**config.mk**
```make
export PLATFORM = sky130hd
export DESIGN_NAME = seq_restoring_divider
export DESIGN_NICKNAME = d
export VERILOG_FILES = /design/src/rtl/seq_restoring_divider.sv
export SDC_FILE = /design/constraint.sdc
export NUM_CORES = 1
export LEC_CHECK = 0
export ABC_CLOCK_PERIOD_IN_PS = 2110
export BUFFER_PORTS_ARGS = -buffer_cell sky130_fd_sc_hd__buf_2
export CAP_MARGIN = 10
export CELL_PAD_IN_SITES_DETAIL_PLACEMENT = 1
export CELL_PAD_IN_SITES_GLOBAL_PLACEMENT = 1
export CORE_ASPECT_RATIO = 1.25
export CORE_MARGIN = 2
export CORE_UTILIZATION = 38
export DETAILED_ROUTE_END_ITERATION = 16
export PLACE_DENSITY_LB_ADDON = 0.08
export SYNTH_ARGS = -nofsm -noshare
export SYNTH_HDL_FRONTEND = slang
export SYNTH_SLANG_ARGS = --single-unit
```
**constraint.sdc**
```tcl
create_clock -name clk -period 2.11 [get_ports clk]
set_input_delay 0.422 -clock clk [delete_from_list [all_inputs] [get_ports clk]]
set_output_delay 0.422 -clock clk [all_outputs]
set_load 0.01 [all_outputs]
```
**src/rtl/seq_restoring_divider.sv**
```systemverilog
// seq_restoring_divider: multi-cycle unsigned restoring divider.
// Produces one quotient bit per clock via shift-and-subtract on an N+1-bit
// partial remainder. A start/busy/done handshake connects it to a controller.
// A zero divisor short-circuits to an all-ones quotient in a single cycle.
module seq_restoring_divider #(
    parameter int N = 4
) (
    input  logic         clk,
    input  logic         rst_n,
    input  logic         start,
    input  logic [N-1:0] dividend,
    input  logic [N-1:0] divisor,
    output logic         busy,
    output logic         done,
    output logic [N-1:0] quotient,
    output logic [N-1:0] remainder,
    output logic         div_by_zero
);

    localparam int CW = $clog2(N + 1);

    typedef enum logic [1:0] {
        IDLE = 2'd0,
        CALC = 2'd1,
        DONE = 2'd2
    } state_t;

    state_t        state;
    logic [N:0]    r;        // partial remainder
    logic [N-1:0]  q;        // dividend shifting out, quotient shifting in
    logic [N-1:0]  d;        // captured divisor
    logic [CW-1:0] cnt;      // iterations still to run

    logic [N:0]    t;
    logic [N:0]    s;
    logic [N:0]    r_next;
    logic [N-1:0]  q_next;
    logic          accept;

    // One restoring step: shift in the next dividend bit, trial-subtract,
    // keep the difference only when it did not go negative.
    always_comb begin
        // NOTE: combinational logic uses blocking '=' so each line sees the
        // value computed just above it; clocked state below uses '<='.
        t      = {r[N-1:0], q[N-1]};
        s      = t - {1'b0, d};
        r_next = s[N] ? t : s;
        q_next = {q[N-2:0], ~s[N]};
        accept = start && ((state == IDLE) || (state == DONE));
    end

    // Control FSM and datapath registers; all outputs are registered.
    always_ff @(posedge clk or negedge rst_n) begin
        if (!rst_n) begin
            // NOTE: every register, datapath included, is cleared so an
            // aborted operation leaves no partial result visible.
            state       <= IDLE;
            busy        <= 1'b0;
            done        <= 1'b0;
            quotient    <= '0;
            remainder   <= '0;
            div_by_zero <= 1'b0;
            r           <= '0;
            q           <= '0;
            d           <= '0;
            cnt         <= '0;
        end else begin
            case (state)
                IDLE, DONE: begin
                    done <= 1'b0;
                    if (accept) begin
                        if (divisor == '0) begin
                            state       <= DONE;
                            done        <= 1'b1;
                            quotient    <= '1;
                            remainder   <= dividend;
                            div_by_zero <= 1'b1;
                        end else begin
                            state       <= CALC;
                            busy        <= 1'b1;
                            div_by_zero <= 1'b0;
                            r           <= '0;
                            q           <= dividend;
                            d           <= divisor;
                            cnt         <= CW'(N);
                        end
                    end else begin
                        state <= IDLE;
                    end
                end

                CALC: begin
                    // start is ignored here; the running operation owns d.
                    r   <= r_next;
                    q   <= q_next;
                    cnt <= cnt - CW'(1);
                    if (cnt == CW'(1)) begin
                        state     <= DONE;
                        busy      <= 1'b0;
                        done      <= 1'b1;
                        quotient  <= q_next;
                        remainder <= r_next[N-1:0];
                    end
                end

                default: begin
                    state <= IDLE;
                    busy  <= 1'b0;
                    done  <= 1'b0;
                end
            endcase
        end
    end

endmodule
```
==> impl_metrics.toml <==
[outcome]
status = "complete, but fails checks"
failed_checks = "setup timing"

[placed_design]
hpwlAfterDp_microns = 2777
place_area_sq_um = 1598
routabilityCongestion = 0.7184
dp_cells = 209
port_buffers = 21

[clock_network]
cts.path.max_buffers = 2
clk_pin_slew_ns = 0.09
clock_sinks = 27
clk_latency_ns = 0.27
cts_made_buffers = 3
tritoncts = "built"
cts_root_buffer = "clkbuf_8"
h-tree-depth = 1

[yosys]
ys_seq_elements = 27
ys_seq_area_share_pct = 46.75
synth_nets = 167
synthArstFlopShare_pct = 100.0
postSynthCellCount = 149
ys_types = 37
yosys_warnings = 0
post-synth-top-area-cell = "dfrtp_1"
avgSynthCellArea_sq_um = 9.699
ys.flop_type = "dfrtp_1"
yosys-top-cells-area = "dfrtp_1, nand2_1, ha_1"
synth_edf_count = 0
yosysTopAreaCellShare_pct = 46.75
netlist_area_sq_um = 1445

[power]
power_frac_seq_pct = 29.7
leakagePower_nw = 0.7633
internal-power_w = 0.001787
p_sw_w = 0.001501
peakVddDrop_mv = 0.7243
p_clk_share_pct = 8.8
pwr_density_cell_nw_per_um2 = 1897
combPwrFrac_pct = 61.4
sw_frac_of_total_pct = 45.65

[sta]
worst_hold_slack_ns = 0.1537
rsz0062_at_grt = "yes"
fin_worst_skew_ns = 0.002693
finalCritPeriodShare_pct = 101.9
finalHoldViolations = 0
final_max_slew_viol_count = 0
fmax_mhz = 465.2
worst_slew_pin_slew_ns = 0.6188
setup_slack_ns = -0.03939
setup_violations = 2
max_slew_margin_pct = 58.75
period_needed_ns = 2.149
fin_setup_tns_ns = -0.05048

[global_route]
grt_pass1_vias = 1293
grt_first_pass_wirelength_microns = 6472
grt.overflow.total = 0
antenna_found_initial = 0
grt_max_degree = 28
grt_use_total_pct = 20.31

[cells_and_area]
antenna_cells = 0
final_cell_mix = "dfrtp_1, nand2_1, buf_2"
final_layout_size_suffix_gt1_share_pct = 29.14
layoutNonFillerInstCount = 215
final_common_cell = "dfrtp_1"
fillCellCount = 436
final_util_pct = 46.55
fin_nets = 194
area_growth_pct = 19.91
design_area_sq_um = 1733

[critical_path]
arrival_ns = 2.34
path_max_fanout = 5
worstSetupPathType = "reg2reg"
rrSetupSlack_ns = -0.04
timing.rr.start = "q[3]"
cp-start-kind = "flop"
crit_required_ns = 2.30
rr_worst_depth = 8
cp-end-kind = "flop"
r2r_end = "remainder[1]"

[detailed_routing]
vias = 1194
routed_via_density = 5.553
ant_nets = 0
first_pass_iters = 4
drt_iter0_markers = 33
drc_errors = 0
avgRoutedWirePerCell_microns = 17.97
routed_wl_microns = 3864

[floorplanning]
fp.dieW_microns = 59.16
die_h_microns = 72.95
dieArea_sq_um = 4315
core-area_sq_um = 3722
ioPinCount = 22
start_util_pct = 38.82
num_rows = 25

[run]
drv_cap = 0

[hold_path]
hp-class = "in2async"
stage by stage:
stage | total power [W] | worst slack [ns]
finish | 0.003287 | -0.03939
global route | 0.003594 | -0.1016
CTS | 0.003093 | 0.01444
detailed placement | 0.002679 | -0.07012
global placement | 0.002600 | 0.06279
floorplan | 0.002138 | 0.1575
cell families after synthesis:
group	count (synthesis)	synth area share (%)
adders and majority gates	7	6.580
and+or+nand+nor	57	20.78
DFF	27	46.75
xor gates and xnor gates	3	1.819
AOI/OAI and AO/OA	42	19.48
buffers and inverters	13	4.588
cells in the mapped netlist, types with 2 or more instances:
| cell | instances |
|---|---|
| nand3_1 | 4 |
| a21oi_1 | 12 |
| nor2b_1 | 5 |
| nor4_1 | 2 |
| ha_1 | 6 |
| o21ai_0 | 10 |
| o211ai_1 | 2 |
| o21ai_1 | 2 |
| buf_6 | 2 |
| clkbuf_1 | 2 |
| o22a_1 | 3 |
| a41oi_1 | 3 |
| a31oi_1 | 3 |
| nand2_1 | 23 |
| nor2_1 | 9 |
| nand2b_1 | 4 |
| nand3b_1 | 2 |
| nor2_2 | 3 |
| xnor2_1 | 2 |
| dfrtp_1 | 27 |
| inv_1 | 7 |
flip-flops by register name, summed over array words and instances (netlist names), 3 cells and up:
register,count
r,4
d,4
q,4
quotient,4
cnt,3
remainder,4
per-layer routing:
layer	up-vias	part of all wire (%)	global-route usage [%]
met3	5	2.3	3.546
li1	574	-	-
met1	598	43	26.83
met5	-	0	0
met2	17	53	32.96
met4	0	1.4	7.828
power groups by stage:
stage	combinational [W]	sequential [W]	clock [W]
floorplan	0.00118	0.000958	0
global placement	0.00163	0.000968	0
detailed placement	0.00170	0.000979	0
CTS	0.00181	0.000971	0.000306
global route	0.00225	0.00101	0.000330
finish	0.00202	0.000977	0.000290
how the worst max path moves through the flow:
| stage | start | to | depth (start not counted) |
|---|---|---|---|
| 2_1_floorplan | q[3] | remainder[3] | 8 |
| 3_3_place_gp | q[3] | remainder[3] | 8 |
| 3_5_place_dp | q[3] | r[3] | 8 |
| 4_1_cts | q[3] | remainder[0] | 8 |
| 5_1_grt | q[3] | remainder[1] | 8 |
| 6_report | q[3] | remainder[1] | 8 |
worst max-delay path, cell delays in order, from the launching register on:
cell and delay, ns:
dfrtp_1 0.36, inv_1 0.09, ha_2 0.22, fa_2 0.41
nand2b_4 0.18, a21o_4 0.23, nor4_2 0.22, a41oi_2 0.10
a41oi_2 0.25
cell type report:
type	count	area (sq um)	area share, %
multi-input cells	109	774.5	44.69
well taps	40	50.05	2.888
flip-flops and latches	27	675.6	38.99
inverters	7	26.28	1.516
clock buffers	4	45.04	2.599
repair buffers	28	161.4	9.314
what timing repair did:
| action | in CTS | in global routing |
|---|---|---|
| hold buffers | 0 | 0 |
| setup buffers | 0 | 2 |
| setup endpoints to repair | 6 | 5 |
| pin swaps | 1 | 2 |
| gates resized for setup | 4 | 9 |
Power figures use the tool's default switching activity.
